--- config.mk ---
export PLATFORM = sky130hd
export DESIGN_NAME = lsu
export DESIGN_NICKNAME = d
export VERILOG_FILES = /design/src/rtl/mips_pkg.sv /design/src/rtl/lsu_lane.sv /design/src/rtl/lsu.sv
export SDC_FILE = /design/constraint.sdc
export NUM_CORES = 1
export LEC_CHECK = 0
export ABC_CLOCK_PERIOD_IN_PS = 2760
export BUFFER_PORTS_ARGS = -buffer_cell sky130_fd_sc_hd__buf_2
export CORE_MARGIN = 4
export CORE_UTILIZATION = 43
export CTS_BUF_LIST = sky130_fd_sc_hd__clkbuf_2
export CTS_CLUSTER_SIZE = 12
export DETAILED_ROUTE_END_ITERATION = 8
export PLACE_DENSITY = 0.68
export SYNTH_ARGS = -nofsm -noshare
export SYNTH_HDL_FRONTEND = slang
export SYNTH_SLANG_ARGS = --single-unit
--- constraint.sdc ---
create_clock -name clk -period 2.76 [get_ports clk]
set_input_delay 0.828 -clock clk [delete_from_list [all_inputs] [get_ports clk]]
set_output_delay 0.828 -clock clk [all_outputs]
set_load 0.02 [all_outputs]
--- src/rtl/mips_pkg.sv ---
// Shared MIPS datapath definitions: access-size encodings, LSU state and request types.
package mips_pkg;

  localparam int NUM_LANES = 4;
  localparam int LANE_W    = 8;

  localparam logic [1:0] SZ_BYTE = 2'b00;
  localparam logic [1:0] SZ_HALF = 2'b01;
  localparam logic [1:0] SZ_WORD = 2'b10;
  localparam logic [1:0] SZ_RSV  = 2'b11;

  typedef enum logic [1:0] {IDLE, RD, DATA, WR} lsu_state_t;

  // Only the fields needed after the accept cycle; word-store data goes straight out.
  typedef struct packed {
    logic        store;
    logic [1:0]  size;
    logic        sgn;
    logic [1:0]  off;
    logic [15:0] wdata;
  } lsu_req_t;

  function automatic logic req_fault(input logic [1:0] size, input logic [31:0] addr,
                                     input logic [31:0] memsize);
    return (size == SZ_RSV) ||
           (size == SZ_HALF && addr[0]) ||
           (size == SZ_WORD && addr[1:0] != 2'b00) ||
           (addr >= memsize);
  endfunction

endpackage

--- src/rtl/lsu_lane.sv ---
// Big-endian lane steering: extract/extend for loads, byte/half merge for sub-word stores.
module lsu_lane
  import mips_pkg::*;
(
  input  logic [1:0]  off,
  input  logic [1:0]  size,
  input  logic        sgn,
  input  logic [31:0] rdata,
  input  logic [15:0] wdata,
  output logic [31:0] ldata,
  output logic [31:0] mdata
);

  logic [NUM_LANES-1:0][LANE_W-1:0] rl, ml;
  logic [1:0] hi, lo;

  // Offset 0 is the most significant lane; a half occupies lanes hi and hi-1.
  assign hi = 2'd3 - off;
  assign lo = hi - 2'd1;
  assign rl = rdata;

  always_comb begin
    ml    = rl;
    ldata = rdata;
    case (size)
      SZ_BYTE: begin
        ldata  = {{24{sgn & rl[hi][7]}}, rl[hi]};
        ml[hi] = wdata[7:0];
      end
      SZ_HALF: begin
        ldata  = {{16{sgn & rl[hi][7]}}, rl[hi], rl[lo]};
        ml[hi] = wdata[15:8];
        ml[lo] = wdata[7:0];
      end
      default: ;
    endcase
  end

  assign mdata = ml;

endmodule

--- src/rtl/lsu.sv ---
// Load/store unit: alignment/bounds checks and word-granular access sequencing to data memory.
module lsu
  import mips_pkg::*;
#(
  parameter int MEMSIZE = 1024
) (
  input  logic        clk,
  input  logic        rst_n,
  input  logic        req_valid,
  output logic        req_ready,
  input  logic        req_store,
  input  logic [1:0]  req_size,
  input  logic        req_signed,
  input  logic [31:0] req_addr,
  input  logic [31:0] req_wdata,
  output logic        resp_valid,
  output logic [31:0] resp_rdata,
  output logic        resp_fault,
  output logic        mem_write,
  output logic [31:0] mem_addr,
  output logic [31:0] mem_wdata,
  input  logic [31:0] mem_rdata
);

  lsu_state_t  state;
  lsu_req_t    req_q;
  logic        fault;
  logic [31:0] ldata, mdata;

  assign fault = req_fault(req_size, req_addr, 32'(MEMSIZE));

  lsu_lane u_lane (
    .off   (req_q.off),
    .size  (req_q.size),
    .sgn   (req_q.sgn),
    .rdata (mem_rdata),
    .wdata (req_q.wdata),
    .ldata (ldata),
    .mdata (mdata)
  );

  always_ff @(posedge clk) begin
    if (!rst_n) begin
      state      <= IDLE;
      req_q      <= '0;
      req_ready  <= 1'b1;
      resp_valid <= 1'b0;
      resp_rdata <= '0;
      resp_fault <= 1'b0;
      mem_write  <= 1'b0;
      mem_addr   <= '0;
      mem_wdata  <= '0;
    end else begin
      resp_valid <= 1'b0;
      resp_fault <= 1'b0;
      resp_rdata <= '0;
      case (state)
        IDLE: if (req_valid) begin
          req_q.store <= req_store;
          req_q.size  <= req_size;
          req_q.sgn   <= req_signed;
          req_q.off   <= req_addr[1:0];
          req_q.wdata <= req_wdata[15:0];
          if (fault) begin
            resp_valid <= 1'b1;
            resp_fault <= 1'b1;
          end else begin
            mem_addr  <= {req_addr[31:2], 2'b00};
            req_ready <= 1'b0;
            if (req_store && req_size == SZ_WORD) begin
              mem_write <= 1'b1;
              mem_wdata <= req_wdata;
              state     <= WR;
            end else begin
              state <= RD;
            end
          end
        end
        RD: state <= DATA;
        // mem_rdata now reflects the word addressed two edges ago
        DATA: if (req_q.store) begin
          mem_wdata <= mdata;
          mem_write <= 1'b1;
          state     <= WR;
        end else begin
          resp_valid <= 1'b1;
          resp_rdata <= ldata;
          req_ready  <= 1'b1;
          state      <= IDLE;
        end
        WR: begin
          mem_write  <= 1'b0;
          resp_valid <= 1'b1;
          req_ready  <= 1'b1;
          state      <= IDLE;
        end
        default: state <= IDLE;
      endcase
    end
  end

endmodule
### After elaboration in Yosys (flattened, before gate mapping)

Index checks and enable logic that the tools add are counted.

| word-level totals | value |
|---|---|
| register bits after elaboration | 122 |
| bits of input ports | 103 |
| output and inout bits | 100 |
| word-level logic and storage cells | 93 |

| operators by class | value |
|---|---|
| $add $sub $neg | 2 |
| magnitude comparators | 5 |
| equal/unequal tests | 12 |
| mux-type cells | 36 |
| bitwise operators | 4 |
| reduce and logical (&&, ||, !) cells | 21 |

Operators by type and width:

| cell | count |
|---|---|
| $pmux W32 S2 | 3 |
| $mux W32 | 4 |
| $bwmux W32 | 3 |
| $bmux W8 S2 | 2 |
| $demux W8 S2 | 2 |
| $ge A32 B11 Y1 const B | 1 |
| $mux W8 | 4 |
| $mux W1 | 10 |
| $ne A2 B2 Y1 const B | 5 |
| $reduce_and A5 Y1 | 2 |
| $pmux W1 S3 | 3 |
| $eq A2 B2 Y1 const B | 4 |
| $mux W2 | 4 |
| $pmux W2 S4 | 1 |
| $eq A2 B1 Y1 const B | 3 |
| $lt A2 B3 Y1 const B | 2 |
| $reduce_and A2 Y1 | 3 |
| $logic_and A1 B1 Y1 | 5 |
| $ge A2 B1 Y1 const B | 2 |
| $logic_not A2 Y1 | 2 |
| $reduce_and A4 Y1 | 1 |
| $reduce_bool A2 Y1 | 2 |
| $logic_or A1 B1 Y1 | 3 |
| $not A1 Y1 | 3 |
| other kinds (6) | 6 |

### Logic depth before layout (Yosys ltp)

| depth | value |
|---|---|
| word-level depth | 10 |
| depth in mapped cells | 11 |
| mapped depth without buffers | 7 |

### Modules after synthesis

From an unflattened synthesis, not the netlist that was laid out.

| second synthesis, totals | value |
|---|---|
| cell total of the unflattened synthesis | 777 |
| area total of the unflattened synthesis | 6909.1 um^2 |

By module, submodules not included:

| module | instances | cells an instance | area an instance (um^2) | seq. area each (um^2) |
|---|---|---|---|---|
| lsu | 1 | 476 | 4619.4 | 2442.3 |
| lsu_lane | 1 | 301 | 2289.7 | 0.0 |

### Worst setup path before layout

Ideal clock, no wire load.

| timing | value |
|---|---|
| kind | register to register |
| start | register req_q[16] (netlist name) |
| end | register resp_rdata[7] |
| setup time | 0.128 ns |
| arrival time | 2.417 ns |
| required time | 2.632 ns |
| path slack | 0.215 ns |
| cell stages (with the launch flop) | 11 |
| path buffers | 3 |
| clock period less this slack | 2.545 ns |
| path through | dfxtp_1 > buf_4 > buf_2 > inv_1 > ha_1 > clkbuf_1 > mux4_2 > nand2_1 > a21oi_1 > a21oi_1 > nor2_1 |

| on the way | value |
|---|---|
| longest elaborated chain between the ends | 5 |
| elaborated cells between the ends (all ways) | 7 |
| classes of those cells | add/sub: 2; mux: 5 |

Ends and longest elaborated chain:

| what | line | RTL |
|---|---|---|
| $sub A2 B2 Y2 (*) | lsu_lane.sv:18 | `assign hi = 2'd3 - off;` |
| $sub A2 B1 Y2 | lsu_lane.sv:19 | `assign lo = hi - 2'd1;` |
| $bmux W8 S2 | lsu_lane.sv:31 | `ldata = {{16{sgn & rl[hi][7]}}, rl[hi], rl[lo]};` |
| $mux W8 (not written as such) | lsu_lane.sv:31 |  |
| $pmux W32 S2 (*) | lsu_lane.sv:25 | `case (size)` |
| end signal: assignment | lsu.sv:87 | `resp_rdata <= ldata;` |
| end: declaration | lsu.sv:17 | `output logic [31:0] resp_rdata,` |

Every way passes the cells marked *; elsewhere a longest branch is shown, timed or not. The select of a mux whose other input is x is not followed.
A chain may end at the register's enable or synchronous reset.

### Final worst setup path

| timing | value |
|---|---|
| start | register req_q[16] (netlist name) |
| end | register mem_wdata[26] |

| on the way | value |
|---|---|
| longest elaborated chain between the ends | 10 |
| elaborated cells between the ends (all ways) | 18 |
| classes of those cells | add/sub: 2; order compare: 4; mux: 10; reduce/logical: 2 |

Ends and longest elaborated chain:

| what | line | RTL |
|---|---|---|
| $sub A2 B2 Y2 (*) | lsu_lane.sv:18 |  |
| $sub A2 B1 Y2 (tied with other cells) | lsu_lane.sv:19 |  |
| $lt A2 B3 Y1 (not written as such) (tied with other cells) | lsu_lane.sv:33 | `ml[lo] = wdata[7:0];` |
| $logic_and A1 B1 Y1 (not written as such) / $mux W8 (equally long branches) | lsu_lane.sv:33, lsu_lane.sv:28, lsu_lane.sv:32 |  |
| $mux W8 (not written as such) / $demux W8 S2 (equally long branches) | n/a |  |
| $demux W8 S2 / $bwmux W32 (equally long branches) | n/a |  |
| $bwmux W32 | lsu_lane.sv:33 |  |
| $pmux W32 S2 (*) | lsu_lane.sv:25 |  |
| $mux W32 (*) | lsu.sv:81 | `DATA: if (req_q.store) begin` |
| $pmux W32 S2 (*) | lsu.sv:57 | `case (state)` |
| end signal: assignment | lsu.sv:72 | `mem_wdata <= req_wdata;` |
| end signal: assignment | lsu.sv:82 | `mem_wdata <= mdata;` |
| end: declaration | lsu.sv:21 | `output logic [31:0] mem_wdata,` |

Marked as above.

==> metrics list <==
- The path class of the tightest hold or removal check is input port to flip-flop.
* Capture endpoint of the worst hold path: req_q[18]
* Final worst-path cycle share: 81.8%
- For this design, the slowest cell found on the critical path is ha_1.
- Maximum number of pins on one net before global-route repair: 79
- Once the clock tree was built, the setup fixing pass inserted 0 buffers.
- The initial antenna violation count was 2.
- Final Non-Filler Cells: 1,142
- Summed negative setup slack over all endpoints: 0 ns
* Net switching share of the total power: 30.2%
* Share of total power in sequential cells: 50.3%
* DP Cell Count: 1,111
- Worst reg2reg path startpoint: req_q[16]
* Worst ir drop on vdd: 0.275 mV
- Combinational fraction of design power: 15.6%
* Flops & latches, synth: 122
* ANT cells: 0
* Layout fillers: 1,462
* Clock tree from TritonCTS: built
- For this run, the slowest stage of the critical path takes 0.58 ns.
- The number of failing hold endpoints at the final stage was 0.
- 203 I/O pins were placed.
- Vias in the first global route: 6,363
- Cells with a size suffix above 1 make up 29.0% of the layout.
* Transition time of the tightest slew-check pin: 0.940 ns
- Setup repair after global routing left no endpoint under its margin.
- For this run, the share of the core covered by cells in the final layout is 53.8%.
* Hpwl dp: 16.2 mm
- Global routing consumed, over all layers together, 24.6% of the routing resources.
- P_int: 0.00252 W
- Static leakage: 3.49 nW
- Share of synthesized registers carrying an async set or reset: 0%
* Crit path arrival time: 2.90 ns
* Critical Path Source Type: flip-flop
- First-pass GRT wire length: 33.9 mm
- Number of design rule violations left after detail routing: 0
- For this run, the post-layout net count is 1,057.
- Synth warnings: 0
- Via-per-instance ratio: 5.81
* Worst Clk Skew: 0.0247 ns
* Via count: 6,630
- DIE AREA: 17,200 µm²
- Routed wire length per instance: 19.0 µm
- Max-cap violation count: 0
- At the later pin of the worst-skew pair, clock insertion delay measures 0.71 ns.
* Worst slack at placement: 0.245 ns
- Status: finished clean
- After synthesis the cells add up to 6520 µm².
* GRT Residual Overflow: 0
- Averaged over all synthesized cells, the footprint is 8.44 µm².
- Setup slack after layout: 0.502 ns
* Terminus of the critical flop-to-flop path: mem_wdata[26]
- Required time at the endpoint of the critical path: 3.40 ns
- Worst path cell trace: buf_4 > ha_1 > a21oi_1 > a221oi_1 > nand3b_1 > o221ai_1 > mux2i_1
- Horizontal die dimension: 131 µm
- 1st-iter DRT viols: 636
- The die is 131 µm tall.
* Clock transition time at the flip-flop clock pins of the worst setup and hold paths: 0.20 ns
- Clock sink count: 122
* Routed wire length: 21.7 mm
* Post-synth EDFFs: 0
* Pwr dens: 456 nW/µm²
- The worst hold path passes through 3 cells.
* Count of cells resized by post-cts repair: 0
* Library cell used as clock root buffer: clkbuf_2
* Post-synthesis cell count: 772
* Hold-fix buffers at CTS: 0
- Counting both buffers and inverters, the worst setup path holds a total of 1.
- Placeable Area: 14,700 µm²
- Commonest cells after routing, fill and taps aside: buf_2, nand2_1, dfxtp_1
- For the worst flop-to-flop path, the logic depth is 7.
* Fin. max-slew vios: 0
- The first TritonRoute pass finished after 7 iterations.
- Final ANT Viol Nets: 0
- Sort of element at the end of the critical path: flip-flop
- Growth of design area from synthesis to finish: 21.4%
- The netlist uses 37 different library cells.
- Cell family contributing the most delay on the critical path: adder cells
- Of the total power, the clock network draws 34.1%.
* Proportion of synthesized chip area in sequential cells: 37.5%
- Critical hold path startpoint: req_signed
- Setup slack on the worst reg-to-reg path comes out at 0.50 ns.
- The initial utilization of the core area, before any placement, comes to 44.3%.
- Summed over all nets, the switching power comes to 0.00109 W.
- Maximum clock rate: 0.443 GHz
* Maximum fanout encountered on the critical timing path: 16
* Port Buffer Count: 200
- The H-tree was split into 4 levels.
- Leading cell type in the layout, fill and taps excluded: buf_2
- Crit path time final: 2.26 ns
* Primary FF master, synth: dfxtp_1
- Final weighted congestion in routability-driven placement: 0.956
- Final setup viols: 0
- Headroom to the max-slew limit came out at 37.2%.
- Type of the setup path with the least slack: flip-flop to flip-flop
- Maximum buffer depth of the clock tree: 2
- The floorplan has 44 rows.
* Total CTS buffers: 17
worst max path at each step:
stage | startpoint | to | slack, ns | cells past startpoint
6_report | req_q[16] | mem_wdata[26] | 0.50 | 7
5_1_grt | req_q[16] | mem_wdata[25] | 0.32 | 7
4_1_cts | req_q[16] | mem_wdata[26] | 0.57 | 7
3_5_place_dp | req_addr[10] | mem_addr[9] | 0.24 | 7
3_3_place_gp | req_size[0] | mem_addr[17] | 0.27 | 6
2_1_floorplan | req_q[16] | resp_rdata[7] | 0.22 | 10
worst min-delay path, delay by kind of cell:
kind / cells / cell delay (ns)
compound gates: 1 / 0.07
simple gates: 1 / 0.05
buf+inv: 1 / 0.10
power groups by stage:
stage / Combinational (W) / Sequential, W / Clock (W)
after detailed placement: 0.000549 / 0.00185 / 0
final: 0.000564 / 0.00181 / 0.00123
after floorplan: 0.000341 / 0.00183 / 0
after global routing: 0.000610 / 0.00182 / 0.00135
after global placement: 0.000547 / 0.00185 / 0
after CTS: 0.000551 / 0.00181 / 0.00126
cell type report:
| cell class | instances | area [µm²] | share of cell area (%) |
|---|---|---|---|
| Inverter | 20 | 75.1 | 0.948 |
| Timing Repair Buffer | 225 | 1210 | 15.3 |
| Tap cell | 184 | 230 | 2.91 |
| Clock buffer | 17 | 85.1 | 1.07 |
| Multi-Input combinational cell | 560 | 3700 | 46.7 |
| Sequential cell | 122 | 2440 | 30.9 |
| Clock inverter | 14 | 171 | 2.17 |
layer usage:
metal  vias to the layer above  part of all wire [%]  wire length (µm)  GRT usage (%)
li1                       3113                     -                 -              -
met3                        58                    11              2350           8.45
met4                         4                   3.3               720           9.74
met1                      3073                    39              8450           30.0
met2                       382                    47             10200           40.3
met5                         -                 0.097                21              0
kinds of logic after synthesis:
group	share of synthesized area (%)
compound gates	22.8
simple gates	20.5
other cells	0.0575
fa+ha+maj	1.54
mux	11.7
flops	37.5
buf+inv	5.91
through the flow:
step           cell area, µm²  hold WS (ns)  total power, W
2_1_floorplan            6520         0.452         0.00218
3_3_place_gp             7660         0.437         0.00239
3_5_place_dp             7660         0.439         0.00240
4_1_cts                  7920         0.287         0.00363
5_1_grt                  7920         0.261         0.00378
6_report                 7920         0.345         0.00361
Yosys cell counts (all sizes together), types with 14 or more instances:
master / count / area share, %
a21oi: 102 / 7.8
mux2i: 40 / 6.1
and2: 23 / 2.2
clkbuf: 57 / 3.3
a221oi: 39 / 5.2
nand2b: 33 / 3.2
a211o: 15 / 2.0
o221ai: 31 / 4.2
buf: 14 / 1.5
nor2b: 19 / 1.8
a21boi: 23 / 2.6
mux4: 16 / 5.5
nand2: 156 / 9.0
nand3b: 17 / 2.0
nor2: 16 / 0.92
inv: 19 / 1.1
dfxtp: 122 / 37
registers in the layout, indices dropped and copies added, names as in the netlist:
| name | flops |
|---|---|
| mem_wdata | 32 |
| resp_rdata | 32 |
| mem_addr | 30 |
| req_q | 22 |
| state | 2 |
| mem_write | 1 |
| req_ready | 1 |
| resp_fault | 1 |
| resp_valid | 1 |
No activity file was read; power rests on OpenSTA's default activity.
